File: src/rtl/alu_pkg.sv
`default_nettype none
// ============================================================================
// Module      : alu_pkg
// Description : Shared definitions for the ALU execute stage: operation
//               encodings, FSM state type, default datapath width and the
//               signed add/sub overflow helper.
// Revision    : 1.0 - initial release
// ============================================================================
package alu_pkg;

    // Default datapath width for the execute stage and its multiplier
    localparam int c_WIDTH_DEFAULT = 32;

    // alu_op encodings; codes 9..15 are unused and produce a zero result
    localparam logic [3:0] c_OP_AND  = 4'd0;
    localparam logic [3:0] c_OP_OR   = 4'd1;
    localparam logic [3:0] c_OP_ADD  = 4'd2;
    localparam logic [3:0] c_OP_SUB  = 4'd3;
    localparam logic [3:0] c_OP_XOR  = 4'd4;
    localparam logic [3:0] c_OP_NOR  = 4'd5;
    localparam logic [3:0] c_OP_SLT  = 4'd6;
    localparam logic [3:0] c_OP_SRL  = 4'd7;
    localparam logic [3:0] c_OP_MULU = 4'd8;

    // Execute-stage control states
    typedef enum logic [1:0] {
        ST_IDLE = 2'd0,
        ST_MUL  = 2'd1,
        ST_HOLD = 2'd2
    } alu_state_t;

    // Two's-complement overflow: both addend signs agree and the sum sign
    // differs from them. For subtraction pass the inverted sign of b.
    function automatic logic add_overflow(input logic i_sign_a,
                                          input logic i_sign_b,
                                          input logic i_sign_r);
        return (i_sign_a == i_sign_b) && (i_sign_r != i_sign_a);
    endfunction

endpackage
`default_nettype wire

File: src/rtl/alu_seq_mul.sv
`default_nettype none
// ============================================================================
// Module      : alu_seq_mul
// Description : Iterative unsigned shift-add multiplier producing the low
//               WIDTH bits of i_a*i_b. One multiplier bit is consumed per
//               cycle; after i_start the unit runs WIDTH iterations and
//               pulses o_done during the final one, with o_product carrying
//               the finished value in that same cycle. i_abort discards any
//               operation in flight.
// Revision    : 1.0 - initial release
// ============================================================================
module alu_seq_mul
    import alu_pkg::*;
#(
    parameter int WIDTH = c_WIDTH_DEFAULT
) (
    input  logic             clk,
    input  logic             rst_n,
    input  logic             i_start,
    input  logic             i_abort,
    input  logic [WIDTH-1:0] i_a,
    input  logic [WIDTH-1:0] i_b,
    output logic             o_done,
    output logic [WIDTH-1:0] o_product
);

    localparam int CNT_W = (WIDTH > 1) ? $clog2(WIDTH) : 1;
    localparam logic [CNT_W-1:0] c_LAST_ITER = CNT_W'(WIDTH - 1);

    logic             r_busy;
    logic [CNT_W-1:0] r_cnt;
    logic [WIDTH-1:0] r_mcand;   // multiplicand, shifted left each iteration
    logic [WIDTH-1:0] r_mplier;  // multiplier, shifted right each iteration
    logic [WIDTH-1:0] r_acc;     // partial-product accumulator

    logic [WIDTH-1:0] w_partial;
    logic [WIDTH-1:0] w_acc_next;

    assign w_partial  = r_mplier[0] ? r_mcand : '0;
    assign w_acc_next = r_acc + w_partial;

    // The last iteration's sum is exposed directly so the caller can
    // register the product on the same edge that finishes the multiply.
    assign o_done    = r_busy && (r_cnt == c_LAST_ITER);
    assign o_product = w_acc_next;

    // Operand load on start, one shift-add step per cycle while busy
    always_ff @(posedge clk) begin
        if (!rst_n) begin
            r_busy   <= 1'b0;
            r_cnt    <= '0;
            r_mcand  <= '0;
            r_mplier <= '0;
            r_acc    <= '0;
        end else if (i_abort) begin
            r_busy   <= 1'b0;
            r_cnt    <= '0;
            r_acc    <= '0;
        end else if (i_start) begin
            r_busy   <= 1'b1;
            r_cnt    <= '0;
            r_mcand  <= i_a;
            r_mplier <= i_b;
            r_acc    <= '0;
        end else if (r_busy) begin
            r_acc    <= w_acc_next;
            r_mcand  <= r_mcand << 1;
            r_mplier <= r_mplier >> 1;
            if (o_done) begin
                r_busy <= 1'b0;
                r_cnt  <= '0;
            end else begin
                r_cnt  <= r_cnt + CNT_W'(1);
            end
        end
    end

endmodule
`default_nettype wire

File: src/rtl/alu_ex_stage.sv
`default_nettype none
// ============================================================================
// Module      : alu_ex_stage
// Description : Pipeline execute stage. Accepts an operand bundle with a
//               valid/ready handshake, computes the selected ALU operation
//               and holds the registered result until EX/MEM takes it.
//               Single-cycle ops have one cycle of latency and can issue
//               back-to-back; flush drops held or in-flight work.
//               Optional feature macro: ALU_EX_MULU_EN enables the iterative
//               unsigned multiply (op 8, WIDTH-cycle latency). Without it
//               op 8 behaves like any unused code.
// Revision    : 1.0 - initial release
// ============================================================================
module alu_ex_stage
    import alu_pkg::*;
#(
    parameter int WIDTH = c_WIDTH_DEFAULT
) (
    input  logic             clk,
    input  logic             rst_n,
    input  logic             in_valid,
    output logic             in_ready,
    input  logic [3:0]       alu_op,
    input  logic [WIDTH-1:0] a,
    input  logic [WIDTH-1:0] b,
    input  logic             flush,
    output logic             out_valid,
    input  logic             out_ready,
    output logic [WIDTH-1:0] result,
    output logic             zero,
    output logic             overflow
);

    alu_state_t       r_state;
    logic             r_out_valid;
    logic [WIDTH-1:0] r_result;
    logic             r_zero;
    logic             r_overflow;

    logic             w_in_ready;
    logic             w_accept;
    logic             w_is_mul;

    logic [WIDTH-1:0] w_sum;
    logic [WIDTH-1:0] w_diff;
    logic             w_lt;
    logic [WIDTH-1:0] w_alu_res;
    logic             w_alu_ovf;

    // ------------------------------------------------------------------
    // Handshake
    // ------------------------------------------------------------------
    // A new bundle is taken when idle, or when the held result leaves on
    // this same edge. Reset and flush block acceptance outright.
    assign w_in_ready = rst_n && !flush &&
                        ((r_state == ST_IDLE) ||
                         ((r_state == ST_HOLD) && out_ready));
    assign w_accept   = in_valid && w_in_ready;

`ifdef ALU_EX_MULU_EN
    assign w_is_mul = (alu_op == c_OP_MULU);
`else
    assign w_is_mul = 1'b0;
`endif

    // ------------------------------------------------------------------
    // Single-cycle datapath
    // ------------------------------------------------------------------
    assign w_sum  = a + b;
    assign w_diff = a - b;
    assign w_lt   = $signed(a) < $signed(b);

    // Operation select; unused codes (and op 8 without the multiplier)
    // fall through to zero result and no overflow
    always_comb begin
        w_alu_res = '0;
        w_alu_ovf = 1'b0;
        case (alu_op)
            c_OP_AND: w_alu_res = a & b;
            c_OP_OR:  w_alu_res = a | b;
            c_OP_ADD: begin
                w_alu_res = w_sum;
                w_alu_ovf = add_overflow(a[WIDTH-1], b[WIDTH-1], w_sum[WIDTH-1]);
            end
            c_OP_SUB: begin
                w_alu_res = w_diff;
                w_alu_ovf = add_overflow(a[WIDTH-1], ~b[WIDTH-1], w_diff[WIDTH-1]);
            end
            c_OP_XOR: w_alu_res = a ^ b;
            c_OP_NOR: w_alu_res = ~(a | b);
            c_OP_SLT: w_alu_res = {{(WIDTH-1){1'b0}}, w_lt};
            c_OP_SRL: w_alu_res = a >> b[4:0];
            default:  w_alu_res = '0;
        endcase
    end

    // ------------------------------------------------------------------
    // Iterative multiplier
    // ------------------------------------------------------------------
`ifdef ALU_EX_MULU_EN
    logic             w_mul_start;
    logic             w_mul_done;
    logic [WIDTH-1:0] w_mul_product;

    assign w_mul_start = w_accept && w_is_mul;

    alu_seq_mul #(
        .WIDTH     (WIDTH)
    ) u_mul (
        .clk       (clk),
        .rst_n     (rst_n),
        .i_start   (w_mul_start),
        .i_abort   (flush),
        .i_a       (a),
        .i_b       (b),
        .o_done    (w_mul_done),
        .o_product (w_mul_product)
    );
`endif

    // ------------------------------------------------------------------
    // Control FSM with registered result, flags and out_valid
    // ------------------------------------------------------------------
    // Flush outranks everything but reset; acceptance of a new bundle
    // outranks the per-state bookkeeping because it also covers the
    // HOLD back-to-back case where the old result leaves on this edge.
    always_ff @(posedge clk) begin
        if (!rst_n) begin
            r_state     <= ST_IDLE;
            r_out_valid <= 1'b0;
            r_result    <= '0;
            r_zero      <= 1'b0;
            r_overflow  <= 1'b0;
        end else if (flush) begin
            r_state     <= ST_IDLE;
            r_out_valid <= 1'b0;
            r_zero      <= 1'b0;
            r_overflow  <= 1'b0;
        end else if (w_accept) begin
            if (w_is_mul) begin
                r_state     <= ST_MUL;
                r_out_valid <= 1'b0;
                r_zero      <= 1'b0;
                r_overflow  <= 1'b0;
            end else begin
                r_state     <= ST_HOLD;
                r_out_valid <= 1'b1;
                r_result    <= w_alu_res;
                r_zero      <= (w_alu_res == '0);
                r_overflow  <= w_alu_ovf;
            end
        end else begin
            case (r_state)
                ST_IDLE: begin
                    r_out_valid <= 1'b0;
                end
`ifdef ALU_EX_MULU_EN
                ST_MUL: begin
                    if (w_mul_done) begin
                        r_state     <= ST_HOLD;
                        r_out_valid <= 1'b1;
                        r_result    <= w_mul_product;
                        r_zero      <= (w_mul_product == '0);
                        r_overflow  <= 1'b0;
                    end
                end
`endif
                ST_HOLD: begin
                    // out_ready with no new bundle: result consumed, go idle
                    if (out_ready) begin
                        r_state     <= ST_IDLE;
                        r_out_valid <= 1'b0;
                        r_zero      <= 1'b0;
                        r_overflow  <= 1'b0;
                    end
                end
                default: begin
                    r_state     <= ST_IDLE;
                    r_out_valid <= 1'b0;
                    r_zero      <= 1'b0;
                    r_overflow  <= 1'b0;
                end
            endcase
        end
    end

    // ------------------------------------------------------------------
    // Outputs
    // ------------------------------------------------------------------
    // Flags are only meaningful alongside a valid result
    assign in_ready  = w_in_ready;
    assign out_valid = r_out_valid;
    assign result    = r_result;
    assign zero      = r_zero && r_out_valid;
    assign overflow  = r_overflow && r_out_valid;

endmodule
`default_nettype wire

File: config.mk
export PLATFORM = sky130hd
export DESIGN_NAME = alu_ex_stage
export DESIGN_NICKNAME = d
export VERILOG_FILES = /design/src/rtl/alu_pkg.sv /design/src/rtl/alu_seq_mul.sv /design/src/rtl/alu_ex_stage.sv
export SDC_FILE = /design/constraint.sdc
export NUM_CORES = 1
export LEC_CHECK = 0
export BUFFER_PORTS_ARGS = -buffer_cell sky130_fd_sc_hd__clkbuf_2
export CORE_AREA = 2 2 139 141
export CTS_BUF_LIST = sky130_fd_sc_hd__clkbuf_2
export DETAILED_ROUTE_END_ITERATION = 8
export DIE_AREA = 0 0 141 143
export PLACE_DENSITY = 0.74
export SLEW_MARGIN = 20
export SYNTH_ARGS = -nofsm -noshare
export SYNTH_HDL_FRONTEND = slang
export SYNTH_SLANG_ARGS = --single-unit
File: constraint.sdc
create_clock -name clk -period 4.65 [get_ports clk]
set_input_delay 0.2325 -clock clk [delete_from_list [all_inputs] [get_ports clk]]
set_output_delay 0.2325 -clock clk [all_outputs]
set_load 0.1 [all_outputs]
==> results.toml <==
[run_status]
status = "finished, final reports clean"

[layout]
seq_area_um2 = 720.7
multi_input_area_um2 = 7730
fill_cells = 1886
final_nets = 1548
fin_util = 0.5527
syn2layout_area_growth_pct = 11.84
drive_gt1_frac = 0.1910

[clock_network]
clk-insertion-delay-late_ps = 400
cts_max_level = 2
cts_tree = "built"
post_cts_buffers = 0
clk_pin_slew_ps = 200
cts_hold_buffers = 0
numCtsBuffers = 5
cts.sinks = 36
clock_path_buffers = 2
cts_resized = 0
root_buffer = "clkbuf_2"

[routing]
postRouteAntennaNets = 0
vias = 11067
viasPerCell = 6.887
topRoutingLayerUsed = "met4"
wire_per_inst_um = 26.40
dr.pass1.iters = 5
wl_met2_um = 17920
route.met3.wl_um = 4920
detail_route.iter0.violations = 1380
drc = 0
routed_wl_um = 42430
routedLengthMet1_um = 17180

[synthesis]
synth-xor-area-share = 0.01526
ys_seq_elements = 36
synth-warning-count = 0
synth_top_area_share = 0.1390
synth_top_area_cell = "ha_1"
syn_area_per_cell_um2 = 7.258
muxShareOfSynthArea = 0.1286
synth_top_family_by_area = "compound AO/OA/AOI/OAI gates"
synth-edff-count = 0
syn-num-nets = 1442
syn_area_um2 = 9181
synthAdderAreaFrac = 0.1434
synth-compound-area-share = 0.3178
synthTopCellsByArea = "ha_1, dfxtp_1, mux4_2"
ys.flop_type = "dfxtp_1"
ys_seq_area_frac = 0.07850
synth-simple-area-share = 0.2325
synth_cells = 1265
async_flop_share = 0
ys_types = 95

[power_and_ir_drop]
total_power_mw = 1.756
powerDensity_nw_per_um2 = 171.1
vdd_ir_drop_max_uv = 67.80
clkPwrFrac = 0.084
intPower_mw = 0.7800
power_frac_seq = 0.190
power.leakage_nw = 4.493
p_sw_mw = 0.9764
comb_power_share = 0.726
swShare = 0.5559

[setup_path]
cp.arrival_ps = 4440
reg2reg_slack_ps = 1680
r2r_cells = 11
path_max_fanout = 13
crit_start = "a[17]"
rr_startpoint = "r_state[1]$_SDFFE_PP0P_"
worstSetupPathType = "input pin to register"
cp.required_ps = 4990
crit_path_end_kind = "register"
startpoint_type = "input pin"
crit-reg2reg-capture = "r_zero$_SDFFE_PP0P_"

[worst_hold_path]
hp-class = "input pin to register"
whs_endpoint = "r_overflow$_SDFFE_PP0P_"
hold_path_depth = 2
hp-start = "out_ready"

[global_route]
grt.total_usage = 0.4122
grt_pass1_wl_um = 63240
grt_pass1_vias = 10313
antenna_found_initial = 0
grt_max_degree = 46
grt.overflow.total = 0

[sta]
worstMarginPinSlew_ps = 1153
rsz0062_at_grt = "false"
timing.fmax_mhz = 243.8
fin_hold_ws_ps = 106.3
slew_headroom = 0.2295
setup-tns-final_ps = 0
setup_violations = 0
slew_violations = 0
fin_ws_ps = 547.6
fin_crit_sh = 0.8822
fin_crit_ps = 4102
fin_skew_ps = 23.79
hold_viol = 0

[die]
start_util = 0.4941
rows = 50
fp.dieArea_um2 = 20160
core_um2 = 18580
die_w_um = 141
fp.dieH_um = 143
ios = 109

[place]
gp_congestion = 1.093
dp_slack_ps = 250.9
post-dp-hpwl_um = 34320
portBuffers = 108

[job]
timing.max_cap.violations = 0
==> critical path: stages <==
cell and delay, ps:
clkbuf_2 140, inv_1 80, ha_1 460, or2_1 340
or3_1 390, or3_1 420, a211oi_1 550, nor2_1 250
a211oi_1 320, o2bb2ai_1 240, nand4_1 180, nor4_1 360
nand4_1 230, o31ai_2 250
==> cell usage in the layout, fill, tap and decap left out, types with 13 or more instances in the layout <==
master,Yosys,layout
o22ai_1,14,14
nor3_1,45,43
nor2b_1,16,16
nor2_1,126,126
o31ai_1,15,15
ha_1,102,102
a21oi_1,95,95
nand2_1,90,90
mux2i_1,40,40
inv_1,104,104
a22oi_1,23,23
clkbuf_2,0,113
o21ai_0,40,40
a211oi_1,36,36
buf_4,1,68
nand4_1,13,13
xnor2_1,15,15
o211ai_1,32,32
mux4_2,23,23
a21o_1,21,21
nor4_1,20,18
or3_1,16,16
mux2_2,15,15
nand3_1,29,29
a221oi_1,19,19
dfxtp_1,36,36
==> state kept, by name (all words and copies together) (netlist names) <==
name	count
result	32
r_zero	1
r_state	1
out_valid	1
r_overflow	1
==> metal layers <==
layer  GRT usage  vias up
met3      0.1046      157
met5           0        -
met2      0.6311      754
met4      0.1921        0
met1      0.5447     5167
li1            -     4989
==> cells in the mapped netlist (13+ instances only) <==
master and number:
nor2b_1 16, ha_1 102, a22oi_1 23, nor3_1 45, o211ai_1 32, mux2i_1 40
mux4_2 23, o21ai_0 40, clkbuf_1 54, or3_1 16, dfxtp_1 36, a221oi_1 19
mux2_2 15, xnor2_1 15, nand3_1 29, nand2_1 90, nand4_1 13, a21oi_1 95
nor4_1 20, inv_1 104, o31ai_1 15, a211oi_1 36, a21o_1 21, nor2_1 126
o22ai_1 14
==> metrics by stage <==
stage	cell area (um2)	instances
after CTS	10270	1606
after floorplan	9181	1265
after detailed placement	10230	1598
after global routing	10270	1606
final	10270	1607
after global placement	10230	1598
==> final cells by class <==
class | instances | share of cell area
Antenna cell | 1 | 0.0002437
Clock buffer | 5 | 0.002437
Clock inverter | 3 | 0.001340
Inverter | 110 | 0.04021
Multi-Input combinational cell | 1041 | 0.7528
Sequential cell | 36 | 0.07018
Tap cell | 234 | 0.02851
Timing Repair Buffer | 177 | 0.1043
==> cell families after synthesis <==
kind of cell,after synthesis
AO/OA/AOI/OAI,408
adder cells (fa/ha/maj),104
multiplexers,85
XOR/XNOR,16
flip-flops,36
AND/OR/NAND/NOR,428
buffers and inverters,188
==> worst max-delay path by stage <==
stage                               end  slack [ps]  cells past startpoint
floorplan           r_zero$_SDFFE_PP0P_         570                     17
global placement    r_zero$_SDFFE_PP0P_         350                     14
detailed placement  r_zero$_SDFFE_PP0P_         250                     14
CTS                 r_zero$_SDFFE_PP0P_         690                     14
global route        r_zero$_SDFFE_PP0P_         430                     15
finish              r_zero$_SDFFE_PP0P_         550                     14
==> power groups by stage <==
stage | clock network, mW | registers [mW] | logic (mW)
6_report | 0.148 | 0.333 | 1.28
5_1_grt | 0.161 | 0.335 | 1.34
4_1_cts | 0.150 | 0.333 | 1.23
3_5_place_dp | 0 | 0.339 | 1.23
3_3_place_gp | 0 | 0.339 | 1.23
2_1_floorplan | 0 | 0.439 | 0.707
Note: power is estimated with default switching activity, not from simulation.
